**src/rtl/vga_rx_pkg.sv**
```systemverilog
// Shared types for the VGA receive-side tracker.
// State encoding, coordinate type and saturating helper.
package vga_rx_pkg;

  typedef enum logic [1:0] {
    UNLOCKED,
    WAIT_VS,
    MEASURE,
    LOCKED
  } state_t;

  typedef logic [9:0] coord_t;

  localparam coord_t COORD_MAX = 10'd1023;

  function automatic coord_t sat_inc(coord_t v);
    return (v == COORD_MAX) ? COORD_MAX : v + 10'd1;
  endfunction

endpackage

```
**src/rtl/vga_rx_tracker_sync_edge_det.sv**
```systemverilog
// Registers one input and flags its rising/falling edges
// against a one-cycle-delayed copy.
module sync_edge_det (
  input  logic clk,
  input  logic reset,
  input  logic d,
  output logic q,
  output logic rise,
  output logic fall
);

  logic q_d;

  // sample the input, keep one cycle of history
  always_ff @(posedge clk or negedge reset) begin
    if (!reset) begin
      q   <= 1'b0;
      q_d <= 1'b0;
    end else begin
      q   <= d;
      q_d <= q;
    end
  end

  assign rise = q & ~q_d;
  assign fall = ~q & q_d;

endmodule

```
**src/rtl/vga_rx_tracker.sv**
```systemverilog
// VGA stream receiver: coordinate recovery, geometry lock
// and per-frame bounding box of key-coloured pixels.
module vga_rx_tracker
  import vga_rx_pkg::*;
#(
  parameter int          H_ACTIVE    = 640,
  parameter int          V_ACTIVE    = 480,
  parameter logic [23:0] KEY_RGB     = 24'hFF0000,
  parameter int          LOCK_FRAMES = 2
) (
  input  logic       clk,
  input  logic       reset,
  input  logic       vga_hs,
  input  logic       vga_vs,
  input  logic       vga_blank_n,
  input  logic [7:0] red,
  input  logic [7:0] green,
  input  logic [7:0] blue,
  output coord_t     pix_x,
  output coord_t     pix_y,
  output logic       locked,
  output logic       geom_err,
  output logic       frame_done,
  output logic       obj_found,
  output coord_t     obj_x_min,
  output coord_t     obj_x_max,
  output coord_t     obj_y_min,
  output coord_t     obj_y_max
);

  localparam coord_t     H_END  = coord_t'(H_ACTIVE);
  localparam coord_t     V_END  = coord_t'(V_ACTIVE);
  localparam logic [3:0] LOCK_N = 4'(LOCK_FRAMES);

  logic        hs_q, hs_rise, hs_fall;
  logic        vs_q, vs_rise, vs_fall;
  logic        blank_q, blank_rise, blank_fall;
  logic        unused_edges;
  logic [23:0] rgb_q;

  state_t      state;
  logic [3:0]  good_frames;
  coord_t      x_cnt, y_cnt, x_cur;
  logic        line_bad;
  logic        line_mis, frame_mis, mis;
  logic        frame_ok, tracking, key_hit;

  coord_t      acc_x_min, acc_x_max;
  coord_t      acc_y_min, acc_y_max;
  logic        acc_hit;

  sync_edge_det u_hs (
    .clk(clk), .reset(reset), .d(vga_hs),
    .q(hs_q), .rise(hs_rise), .fall(hs_fall)
  );

  sync_edge_det u_vs (
    .clk(clk), .reset(reset), .d(vga_vs),
    .q(vs_q), .rise(vs_rise), .fall(vs_fall)
  );

  sync_edge_det u_blank (
    .clk(clk), .reset(reset), .d(vga_blank_n),
    .q(blank_q), .rise(blank_rise), .fall(blank_fall)
  );

  // hsync is registered for symmetry but not needed for tracking
  assign unused_edges = ^{hs_q, hs_rise, hs_fall, vs_q, vs_rise};

  // colour sample aligned with the registered blank
  always_ff @(posedge clk or negedge reset) begin
    if (!reset) rgb_q <= '0;
    else        rgb_q <= {red, green, blue};
  end

  assign x_cur     = blank_rise ? '0 : x_cnt;
  assign key_hit   = blank_q && (rgb_q == KEY_RGB);
  assign line_mis  = blank_fall &&
                     (x_cnt != H_END || x_cnt == COORD_MAX);
  assign frame_mis = vs_fall &&
                     (y_cnt != V_END || y_cnt == COORD_MAX);
  assign mis       = line_mis | frame_mis;
  assign frame_ok  = vs_fall && !mis && !line_bad;
  assign tracking  = (state == MEASURE) || (state == LOCKED);

  // pixel/line counters and the visible coordinate outputs
  always_ff @(posedge clk or negedge reset) begin
    if (!reset) begin
      x_cnt    <= '0;
      y_cnt    <= '0;
      pix_x    <= '0;
      pix_y    <= '0;
      line_bad <= 1'b0;
    end else begin
      if (blank_q) begin
        x_cnt <= sat_inc(x_cur);
        pix_x <= x_cur;
        pix_y <= y_cnt;
      end
      if (vs_fall)         y_cnt <= '0;
      else if (blank_fall) y_cnt <= sat_inc(y_cnt);
      if (vs_fall)         line_bad <= 1'b0;
      else if (line_mis)   line_bad <= 1'b1;
    end
  end

  // lock state machine with registered status pulses
  always_ff @(posedge clk or negedge reset) begin
    if (!reset) begin
      state       <= UNLOCKED;
      good_frames <= '0;
      locked      <= 1'b0;
      geom_err    <= 1'b0;
      frame_done  <= 1'b0;
    end else begin
      geom_err   <= 1'b0;
      frame_done <= 1'b0;
      unique case (state)
        UNLOCKED: state <= WAIT_VS;
        WAIT_VS: begin
          if (vs_fall) begin
            state       <= MEASURE;
            good_frames <= '0;
          end
        end
        MEASURE: begin
          if (mis) begin
            geom_err <= 1'b1;
            state    <= WAIT_VS;
          end else if (frame_ok) begin
            frame_done  <= 1'b1;
            good_frames <= good_frames + 4'd1;
            if (good_frames + 4'd1 == LOCK_N) begin
              state  <= LOCKED;
              locked <= 1'b1;
            end
          end
        end
        LOCKED: begin
          if (mis) begin
            geom_err <= 1'b1;
            locked   <= 1'b0;
            state    <= WAIT_VS;
          end else if (frame_ok) begin
            frame_done <= 1'b1;
          end
        end
        default: begin
          state  <= UNLOCKED;
          locked <= 1'b0;
        end
      endcase
    end
  end

  // bounding-box accumulation and per-frame latch
  always_ff @(posedge clk or negedge reset) begin
    if (!reset) begin
      acc_x_min <= COORD_MAX;
      acc_x_max <= '0;
      acc_y_min <= COORD_MAX;
      acc_y_max <= '0;
      acc_hit   <= 1'b0;
      obj_found <= 1'b0;
      obj_x_min <= '0;
      obj_x_max <= '0;
      obj_y_min <= '0;
      obj_y_max <= '0;
    end else if (vs_fall) begin
      if (frame_ok && tracking) begin
        obj_found <= acc_hit;
        obj_x_min <= acc_hit ? acc_x_min : '0;
        obj_x_max <= acc_hit ? acc_x_max : '0;
        obj_y_min <= acc_hit ? acc_y_min : '0;
        obj_y_max <= acc_hit ? acc_y_max : '0;
      end
      acc_x_min <= COORD_MAX;
      acc_x_max <= '0;
      acc_y_min <= COORD_MAX;
      acc_y_max <= '0;
      acc_hit   <= 1'b0;
    end else if (key_hit) begin
      if (x_cur < acc_x_min) acc_x_min <= x_cur;
      if (x_cur > acc_x_max) acc_x_max <= x_cur;
      if (y_cnt < acc_y_min) acc_y_min <= y_cnt;
      if (y_cnt > acc_y_max) acc_y_max <= y_cnt;
      acc_hit <= 1'b1;
    end
  end

endmodule

```
**config.mk**
```make
export PLATFORM = sky130hd
export DESIGN_NAME = vga_rx_tracker
export DESIGN_NICKNAME = d
export VERILOG_FILES = /design/src/rtl/vga_rx_pkg.sv /design/src/rtl/vga_rx_tracker_sync_edge_det.sv /design/src/rtl/vga_rx_tracker.sv
export SDC_FILE = /design/constraint.sdc
export NUM_CORES = 1
export LEC_CHECK = 0
export ABC_AREA = 1
export CORE_AREA = 2 2 118 120
export CTS_CLUSTER_DIAMETER = 200
export CTS_CLUSTER_SIZE = 12
export DETAILED_ROUTE_END_ITERATION = 8
export DIE_AREA = 0 0 120 122
export DONT_BUFFER_PORTS = 1
export PLACE_DENSITY = 0.74
export SYNTH_ARGS = -nofsm -noshare
export SYNTH_HDL_FRONTEND = slang
export SYNTH_SLANG_ARGS = --single-unit
```
**constraint.sdc**
```tcl
create_clock -name clk -period 2.5 [get_ports clk]
set_clock_uncertainty 0.05 [all_clocks]
set_input_delay 0.5 -clock clk [delete_from_list [all_inputs] [get_ports clk]]
set_output_delay 0.5 -clock clk [all_outputs]
set_load 0.01 [all_outputs]
```
==> run metrics, run 1 <==
outcome=finished, violations left; violated checks=negative hold slack; row cnt=43; Distinct cells, synth=46; synth warn=0; share of layout cells above drive strength 1=0.153; Crit. path cell count=12; Area contributors post-synth=dfrtp_1 (45%), nand2_1 (11%), dfstp_2 (6.7%); max_cap viols=0; sequential-to-total area share from yosys stat=0.514; vias in the first global route=5,862; critical path's most frequent cell=nand2_1; pwr dens=790 nW/um2; Mean Syn Cell Area=~8.8 um2; Lkg Pwr=roughly 4.4 nW; CP Cell Sequence=inv_2, nand2_4, nand2_2, inv_1, buf_4, ha_1, a211o_1, nor3_1, nand2_1, nand2_2, nand2_1, nand2_1; CP Capture Type=register; first-pass GRT wire length=around 29,000 um; die span in y=between 100 and 150 um; nets=980; synthesized net count=between 900 and 1k; worst min path class=in -> async; WP buf/inv=3; Synth Cell Area=roughly 8000 um2; slowest stage delay, CP=approximately 0.41 ns; Synth Flop Type=dfrtp_1; clock buffer count from CTS=17; Max Fclk=approximately 0.43 GHz; clock tree buffer depth=2; Largest delay share family, worst path=simple AND/OR/NAND/NOR gates; IO Pins=93; Hold Slack=-0.286 ns; die width=120 um; Layout area overhead=12.0%; initial antenna violation count=0; Die ar.=14,600 um2; DR vias/cell=5.46; Startpoint Class=register; max reg flops=24; clk slew on worst S/H paths=0.06 ns; Max VDD drop=0.553 mV; critical path peak fanout=10; Post-DRT Antenna Nets=0; post-synthesis register bit count=160; most frequent cells after synthesis=nand2_1 (231), dfrtp_1 (140), inv_1 (94); most common cell in the netlist=nand2_1; setup TNS=0 ns; total clock sinks=160; Slew @ Worst Pin=a little over 0.5 ns; final hold violation count=160; Critical Path AT=about 2.7 ns; setup ws final=0.171 ns; worst r2r src=u_blank.q_d; dpl cells=1,070; DR pass1 iterations=5; port buffer count=0; EDFF count, synth=0; diodes inserted=0; Routed Wire Length=17,300 um; DR iter-0 viols=approximately 500; Clock H-tree levels=4; post-route insts no fill=between 1k and 1.5k; Total GRT Usage=0.257; max-slew violations=0; CP Class=reg -> reg; Critical Path RT=between 2 and 3 ns; clk_lat worst skew=between 0.4 and 0.5 ns; Reg2Reg Depth=12; post-DP HPWL=12,100 um; Synth top area share=0.447; DP Worst Slack=0.0564 ns; Largest Register=rgb_q; grt ovf=0; core area=13,500 um2; # setup viols final=0; Initial Util=0.580; clk root buf=clkbuf_16; CTS tree=yes; WL/cell=roughly 16 um; slowest library cell on the worst path=dfrtp_1; pin count of the biggest net entering global routing=161; worst r2r dst=acc_x_min[4]; final cycle utilization of the critical path=0.931; post-synth top area cell=dfrtp_1; RSZ-0062 raised after global routing=yes; Syn Inst Count=slightly below 900; Final Critical Period=2.33 ns; Routability Congestion=0.896; async set or reset register ratio after synthesis=1.00; DRC errors left=0; Rel. slew slack=0.656; via count=approximately 6.0k; FF-to-FF setup slack=0.17 ns
-- per-stage QoR --
stage               hold slack, ns  instance area [um2]   util  power (mW)
finish                      -0.286                 8780  0.650        6.93
global route                -0.306                 8780  0.650        7.29
CTS                         -0.298                 8750  0.648        6.95
detailed placement           0.160                 8120  0.601        4.17
global placement             0.160                 8120  0.601        4.13
floorplan                    0.154                 7840      -        3.85
-- where the power goes --
| part | total [mW] | leakage (nW) | switching [mW] | internal (mW) |
|---|---|---|---|---|
| registers | 3.04 | 2.05 | 0.202 | 2.84 |
| clock network | 2.77 | 0.302 | 1.03 | 1.74 |
| logic | 1.12 | 2.04 | 0.717 | 0.404 |
-- logic make-up after synthesis --
| kind of cell | after synthesis | synth area share |
|---|---|---|
| compound gates | 126 | 0.100 |
| fa+ha+maj | 42 | 0.0671 |
| buf+inv | 131 | 0.0674 |
| flops | 160 | 0.514 |
| xor+xnor | 7 | 0.00783 |
| simple gates | 429 | 0.243 |
-- metal layers --
| layer | up-vias | global-route usage | wire [um] |
|---|---|---|---|
| li1 | 2960 | - | - |
| met1 | 2839 | 0.360 | 8030 |
| met2 | 193 | 0.373 | 7560 |
| met3 | 24 | 0.0861 | 1470 |
| met4 | 0 | 0.0934 | 283 |
| met5 | - | 0 | 0 |
-- placed cells by master, fill, tap and decap left out, types with 2 or more instances in the layout --
cell type and count:
nor3_1 6, nand2_1 229, clkbuf_16 17, buf_4 24, o22ai_1 2, o21ai_1 7, o21bai_1 4, nand4_1 33
nor2_4 3, clkbuf_1 2, dfstp_2 20, clkbuf_8 3, bufinv_16 4, or2_2 4, dfrtp_1 139, nor4_1 2
o211ai_1 2, o21ai_0 47, clkinvlp_4 3, clkinv_2 3, ha_1 42, nand2_4 5, nand3b_1 3, nand2_2 4
nand3_1 69, xor2_1 5, nor2_2 7, inv_2 7, nor2_1 59, xnor2_1 2, o21ai_2 31, a21oi_1 24
inv_1 93
-- worst max path at each step --
stage	startpoint	end	slack, ns
2_1_floorplan	u_blank.q	acc_x_max[3]	0.41
3_3_place_gp	u_blank.q	acc_x_max[9]	0.16
3_5_place_dp	u_blank.q	acc_x_max[5]	0.06
4_1_cts	u_blank.q	acc_x_max[9]	0.04
5_1_grt	u_blank.q_d	acc_x_min[4]	-0.007
6_report	u_blank.q_d	acc_x_min[4]	0.17
-- what timing repair did --
item	CTS	global route
resized for setup	0	9
setup endpoints to repair	0	28
endpoints found under the hold margin	160	160
setup buffers	0	0
-- cell type report --
| type | count | area, um2 |
|---|---|---|
| Fill cell | 1068 | 4730 |
| Sequential cell | 160 | 4030 |
| Multi-Input combinational cell | 604 | 3310 |
| Clock buffer | 22 | 474 |
| Inverter | 101 | 379 |
| Tap cell | 180 | 225 |
| Timing Repair Buffer | 25 | 200 |
| Clock inverter | 10 | 158 |
Power figures use the tool's default switching activity.
==> inputs of run 2 (changes only) <==
--- a/config.mk
+++ b/config.mk
@@ -5,14 +5,13 @@
 export SDC_FILE = /design/constraint.sdc
 export NUM_CORES = 1
 export LEC_CHECK = 0
-export ABC_AREA = 1
-export CORE_AREA = 2 2 118 120
+export CORE_AREA = 4 4 118 120
 export CTS_CLUSTER_DIAMETER = 200
 export CTS_CLUSTER_SIZE = 12
 export DETAILED_ROUTE_END_ITERATION = 8
-export DIE_AREA = 0 0 120 122
+export DIE_AREA = 0 0 122 124
 export DONT_BUFFER_PORTS = 1
-export PLACE_DENSITY = 0.74
+export PLACE_DENSITY = 0.75
 export SYNTH_ARGS = -nofsm -noshare
 export SYNTH_HDL_FRONTEND = slang
 export SYNTH_SLANG_ARGS = --single-unit
==> run 2 against run 1 <==
- the run ends with negative hold slack, negative setup slack left
- cell area increased by 3.3%
- synthesized cell count decreased by 14%
- clock power down 8.7%
- area after synthesis down 2.7%
- worst hold slack about the same
- via count decreased by 0.25%
- critical path type unchanged
- largest cell class unchanged
==> run metrics, run 2 <==
M2 GR Usage=0.378 (was 0.373); final hold violation count=155 (was 160); most common cell after layout, fill and taps aside=dfrtp_1 (was nand2_1); DP Worst Slack=-0.120 ns (was 0.0564 ns); post-synth top area cell=dfrtp_1 (unchanged); FF-to-FF setup slack=-0.08 ns (was 0.17 ns); Area contributors post-synth=dfrtp_1 (46%), dfstp_2 (6.9%), ha_1 (6.9%) (was dfrtp_1 (45%), nand2_1 (11%), dfstp_2 (6.7%)); clk_lat worst skew=0.43 ns (about the same); Total GRT Usage=0.246 (was 0.257); FF/Latch Area=4030 um2 (unchanged); Layout area overhead=18.8% (was 12.0%); Die ar.=15,100 um2 (was 14,600 um2); Startpoint Class=register (unchanged); EDFF count, synth=0 (unchanged); Post-Synth XOR/XNOR Area=0 (was 0.00782); sw frac=0.283 (was 0.280); core area=13,000 um2 (was 13,500 um2); Hold Slack=-0.286 ns (about the same); most frequent cells after synthesis=dfrtp_1 (140), nand2_1 (126), nand3_1 (61) (was nand2_1 (231), dfrtp_1 (140), inv_1 (94)); Lkg Pwr=4.31 nW (was 4.39 nW); DRC errors left=0 (unchanged); mux share of post-synthesis cell area=0.0294 (was 0); crit path launch=u_blank.q (was u_blank.q_d); Post-Synth Simple-Gate Area=0.183 (was 0.243); violated checks=negative hold slack, negative setup slack (was negative hold slack); Clock H-tree levels=4 (unchanged); pin count of the biggest net entering global routing=161 (unchanged); CTS tree=yes (unchanged); total net switching power=1.77 mW (was 1.94 mW); RSZ-0062 raised after global routing=yes (unchanged); Rel. slew slack=0.595 (was 0.656); clock buffer count from CTS=17 (unchanged); Distinct cells, synth=61 (was 46); DR vias/cell=6.00 (was 5.46); Gate power share=0.142 (was 0.162); met3 usage in global routing=0.0718 (was 0.0861); Pint=4.48 mW (was 4.99 mW); Adder-Cell Fraction of Synth Area=0.0702 (was 0.0671); initial antenna violation count=0 (unchanged); outcome=finished, violations left (unchanged); nets=882 (was 980); Mean Syn Cell Area=9.87 um2 (was 8.75 um2); share of layout cells above drive strength 1=0.228 (was 0.153); Post-DRT Antenna Nets=0 (unchanged); Filler cells=959 (was 1,068); largest family of logic cells by synthesized area=simple AND/OR/NAND/NOR gates (unchanged); # setup viols final=10 (was 0); Synth Cell Area=7630 um2 (was 7840 um2); Critical Path AT=2.83 ns (was 2.65 ns); total clock sinks=160 (unchanged); clock tree buffer depth=2 (unchanged); final cycle utilization of the critical path=1.03 (was 0.931); pwr dens=689 nW/um2 (was 790 nW/um2); Synth Area in Compound Gates=0.138 (was 0.100); CP Capture Type=register (unchanged); Synth top area share=0.459 (was 0.447); GR peak layer=met2 (unchanged); via count=6,001 (was 6,016); setup ws final=-0.0758 ns (was 0.171 ns); max reg flops=24 (unchanged); synth warn=0 (unchanged); Largest Register=rgb_q (unchanged); Initial Util=0.588 (was 0.580); most frequent cells in the layout=dfrtp_1 (139), nand2_1 (119), nand3_1 (61), buf_4 (54), inv_1 (52) (was nand2_1 (229), dfrtp_1 (139), inv_1 (93), nand3_1 (69), nor2_1 (59)); WL/cell=18.4 um (was 15.7 um); die span in y=124 um (was 122 um); Synth Flop Type=dfrtp_1 (unchanged); Reg2Reg Depth=10 (was 12); DR iter-0 viols=581 (was 489); async set or reset register ratio after synthesis=1.00 (unchanged); sequential-to-total area share from yosys stat=0.528 (was 0.514); Max Fclk=0.388 GHz (was 0.429 GHz); Max VDD drop=0.483 mV (was 0.553 mV); CP Class=reg -> reg (unchanged); clk root buf=clkbuf_16 (unchanged); GRT met1 Usage=0.331 (was 0.360); Routability Congestion=0.929 (was 0.896); most common cell in the netlist=dfrtp_1 (was nand2_1); max-slew violations=0 (unchanged); synthesized net count=844 (was 966); Slew @ Worst Pin=0.608 ns (was 0.516 ns); post-synthesis register bit count=160 (unchanged); Routed Wire Length=18,400 um (was 17,300 um); grt ovf=0 (unchanged); port buffer count=0 (unchanged); Finished Core Util=0.698 (was 0.650); first-pass GRT wire length=29,100 um (about the same); diodes inserted=0 (unchanged); Final Critical Period=2.58 ns (was 2.33 ns); worst r2r dst=acc_x_max[3] (was acc_x_min[4]); worst min path class=in -> async (unchanged); IO Pins=93 (unchanged); Syn Inst Count=773 (was 895); critical path peak fanout=6 (was 10); die width=122 um (was 120 um); vias in the first global route=5,842 (was 5,862); Sequential Power Share=0.452 (was 0.439); Worst Setup EP=acc_x_max[3] (was acc_x_min[4]); clock share of power=0.406 (was 0.400); post-DP HPWL=12,200 um (was 12,100 um); Critical Path RT=2.76 ns (was 2.82 ns); DR pass1 iterations=5 (unchanged); clk slew on worst S/H paths=0.07 ns (was 0.06 ns); max_cap viols=0 (unchanged); worst r2r src=u_blank.q (was u_blank.q_d); multi-input logic area=3520 um2 (was 3310 um2); row cnt=42 (was 43)
==> run 2: worst min path at each step <==
stage,endpoint,slack (ns),cells after the start
6_report,acc_y_max[6],-0.29,0
5_1_grt,obj_y_max[2],-0.31,0
4_1_cts,x_cnt[2],-0.30,0
3_5_place_dp,obj_y_max[2],0.16,0
3_3_place_gp,obj_y_max[5],0.16,0
2_1_floorplan,acc_hit,0.15,0
==> run 2: area by class of cell <==
class / count / share of cell area
flip-flops and latches: 160 / 0.445
repair buffers: 61 / 0.0552
well taps: 176 / 0.0243
clock buffers: 17 / 0.0469
multi-input cells: 514 / 0.388
inverters: 57 / 0.0239
clock inverters: 15 / 0.0167
==> run 2: critical path, stage by stage, from the launching register on <==
cell       delay (ns)
dfrtp_2          0.47
nand2b_4         0.12
nand2_2          0.11
inv_2            0.09
ha_1             0.33
nand4_1          0.15
or2_4            0.26
a21o_1           0.20
o31ai_4          0.32
o22ai_4          0.18
o2bb2ai_2        0.17
==> run 2: power groups by stage <==
stage	clock (mW)	combinational [mW]	sequential, mW
6_report	2.53	0.889	2.82
5_1_grt	2.68	0.985	2.83
4_1_cts	2.57	0.801	2.82
3_5_place_dp	0	0.779	2.86
3_3_place_gp	0	0.740	2.85
2_1_floorplan	0	0.538	2.85
==> run 2: logic make-up (layout without fill, tap and decap cells) <==
family / count (synthesis) / count (layout)
AOI/OAI and AO/OA: 156 / 157
DFF: 160 / 160
and+or+nand+nor: 293 / 294
muxes: 20 / 20
buffers and inverters: 101 / 150
adders and majority gates: 43 / 43
==> run 2: what timing repair did <==
item	CTS	global route
endpoints found under the hold margin	160	160
resized for setup	4	29
pin swaps	0	11
setup endpoints to repair	13	75
cloned	0	4
setup buffers	1	7
==> run 2: through the flow <==
step	TNS (ns)	cell area (um2)	power, mW	instances
2_1_floorplan	-0.701	7760	3.39	773
3_3_place_gp	-0.00635	8200	3.59	956
3_5_place_dp	-1.02	8200	3.64	956
4_1_cts	0	8810	6.19	989
5_1_grt	-1.58	9060	6.50	1000
6_report	-0.471	9060	6.24	1000
==> run 2: per-layer routing <==
layer | up-vias | wire (um)
li1 | 2793 | -
met1 | 2912 | 7700
met2 | 257 | 8730
met3 | 39 | 1470
met4 | 0 | 466
met5 | - | 0
==> inputs of run 3 (changes only) <==
--- a/config.mk
+++ b/config.mk
@@ -12,6 +12,7 @@
 export DIE_AREA = 0 0 122 124
 export DONT_BUFFER_PORTS = 1
 export PLACE_DENSITY = 0.75
+export SETUP_SLACK_MARGIN = 0.4
 export SYNTH_ARGS = -nofsm -noshare
 export SYNTH_HDL_FRONTEND = slang
 export SYNTH_SLANG_ARGS = --single-unit
==> run 3 against run 2 <==
- the flow still finishes with violations (negative hold slack, negative setup slack)
- via count grew 13%
- count of clock-buffer cells in the layout rose by 4
- die area unchanged
- global-route usage increased by 3.6 points
- clock power up 2%
- maximum frequency fell by 1.8%
- core utilization up 11 points
- cell count up 4.9%
- combinational power up 34%
- critical path type unchanged
- largest power group unchanged
==> run metrics, run 3 (same netlist as run 2, synthesis figures left out) <==
clock tree buffer depth=2 (unchanged); CTS tree=yes (unchanged); IO Pins=93 (unchanged); clock buffer count from CTS=17 (unchanged); GR peak layer=met2 (unchanged); DR iter-0 viols=757 (was 581); Reg2Reg Depth=11 (was 10); total clock sinks=160 (unchanged); share of layout cells above drive strength 1=0.411 (was 0.228); Layout area overhead=37.2% (was 18.8%); initial antenna violation count=0 (unchanged); Final Critical Period=2.62 ns (was 2.58 ns); GRT met1 Usage=0.365 (was 0.331); Die ar.=15,100 um2 (unchanged); row cnt=42 (unchanged); outcome=finished, violations left (unchanged); Lkg Pwr=4.73 nW (was 4.31 nW); setup ws final=-0.124 ns (was -0.0758 ns); pwr dens=635 nW/um2 (was 689 nW/um2); DR vias/cell=6.48 (was 6.00); most frequent cells in the layout=dfrtp_1 (133), nand2_1 (89), buf_4 (68), inv_1 (48), nand3_2 (35) (was dfrtp_1 (139), nand2_1 (119), nand3_1 (61), buf_4 (54), inv_1 (52)); M2 GR Usage=0.445 (was 0.378); most common cell after layout, fill and taps aside=dfrtp_1 (unchanged); Worst Setup EP=acc_x_max[2] (was acc_x_max[3]); final cycle utilization of the critical path=1.05 (was 1.03); met3 usage in global routing=0.0808 (was 0.0718); final hold violation count=160 (was 155); clk root buf=clkbuf_16 (unchanged); dpl cells=957 (was 956); die span in y=124 um (unchanged); vias in the first global route=6,277 (was 5,842); DR pass1 iterations=5 (unchanged); Filler cells=666 (was 959); pin count of the biggest net entering global routing=161 (unchanged); Max Fclk=0.381 GHz (was 0.388 GHz); grt ovf=0 (unchanged); Slew @ Worst Pin=1.05 ns (was 0.608 ns); CP Capture Type=register (unchanged); post-DP HPWL=12,300 um (was 12,200 um); via count=6,793 (was 6,001); first-pass GRT wire length=32,900 um (was 29,100 um); RSZ-0062 raised after global routing=yes (unchanged); worst min path class=in -> async (unchanged); post-route insts no fill=1,049 (was 1,000); Critical Path AT=2.89 ns (was 2.83 ns); crit path launch=u_blank.q_d (was u_blank.q); Finished Core Util=0.806 (was 0.698); # setup viols final=15 (was 10); Largest Register=rgb_q (unchanged); core area=13,000 um2 (unchanged); WL/cell=23.3 um (was 18.4 um); violated checks=negative hold slack, negative setup slack (unchanged); max-slew violations=0 (unchanged); max_cap viols=0 (unchanged); critical path peak fanout=5 (was 6); Critical Path RT=2.77 ns (was 2.76 ns); die width=122 um (unchanged); nets=931 (was 882); CP Class=reg -> reg (unchanged); worst r2r dst=acc_x_max[2] (was acc_x_max[3]); setup TNS=-0.800 ns (was -0.471 ns); Startpoint Class=register (unchanged); FF-to-FF setup slack=-0.12 ns (was -0.08 ns); Hold Slack=-0.296 ns (was -0.286 ns); max reg flops=24 (unchanged); port buffer count=0 (unchanged); Total GRT Usage=0.283 (was 0.246); Clock H-tree levels=4 (unchanged); Rel. slew slack=0.302 (was 0.595); Max VDD drop=0.678 mV (was 0.483 mV); worst r2r src=u_blank.q_d (was u_blank.q); DRC errors left=0 (unchanged); Routed Wire Length=24,500 um (was 18,400 um); DP Worst Slack=-0.202 ns (was -0.120 ns); clk slew on worst S/H paths=0.06 ns (was 0.07 ns); Routability Congestion=0.993 (was 0.929); diodes inserted=0 (unchanged); Post-DRT Antenna Nets=0 (unchanged); Initial Util=0.588 (unchanged); clk_lat worst skew=0.44 ns (was 0.43 ns)
## run 3: stage by stage
step	hold WS [ns]	instance area [um2]	total power, mW
floorplan	0.154	7820	3.39
global placement	0.158	8240	3.61
detailed placement	0.158	8240	3.66
CTS	-0.295	9490	6.39
global route	-0.305	10500	6.84
finish	-0.296	10500	6.64
## run 3: critical path, stage by stage, from the launching register on
cell,delay [ns]
dfrtp_1,0.39
nand2b_4,0.19
nand2_4,0.10
inv_1,0.09
ha_1,0.25
a21o_1,0.20
a31oi_1,0.35
a211oi_4,0.13
buf_4,0.16
o31ai_4,0.34
buf_6,0.18
o2bb2ai_4,0.07
## run 3: layout make-up
cell class | instances | area, um2 | share of cell area
Clock buffer | 21 | 480 | 0.0459
Clock inverter | 11 | 104 | 0.00992
Inverter | 57 | 241 | 0.0231
Multi-Input combinational cell | 515 | 4300 | 0.411
Sequential cell | 160 | 4040 | 0.386
Tap cell | 176 | 220 | 0.0210
Timing Repair Buffer | 109 | 1080 | 0.103
## run 3: how the worst min path moves through the flow
stage | start | endpoint | slack [ns] | cells past startpoint
floorplan | reset | acc_hit | 0.15 | 0
global placement | reset | obj_y_max[3] | 0.16 | 0
detailed placement | reset | obj_y_max[8] | 0.16 | 0
CTS | reset | obj_y_max[8] | -0.29 | 0
global route | reset | obj_y_max[8] | -0.31 | 0
finish | reset | obj_y_max[8] | -0.30 | 0
## run 3: routing by layer
metal	share of wire	wire length [um]
met1	0.38	9240
met2	0.49	12100
met3	0.079	1950
met4	0.051	1240
met5	0	0
## run 3: what timing repair did
action                                 4_1_cts  5_1_grt
setup buffers                               24       21
gates resized for setup                     90      156
pin swaps                                   39       99
setup endpoints to repair                   99      100
cloned                                       6        9
endpoints found under the hold margin      160      160
## run 3: power by group
group | internal, mW | switching (mW)
Sequential | 2.71 | 0.149
Clock | 1.48 | 1.11
Combinational | 0.490 | 0.698
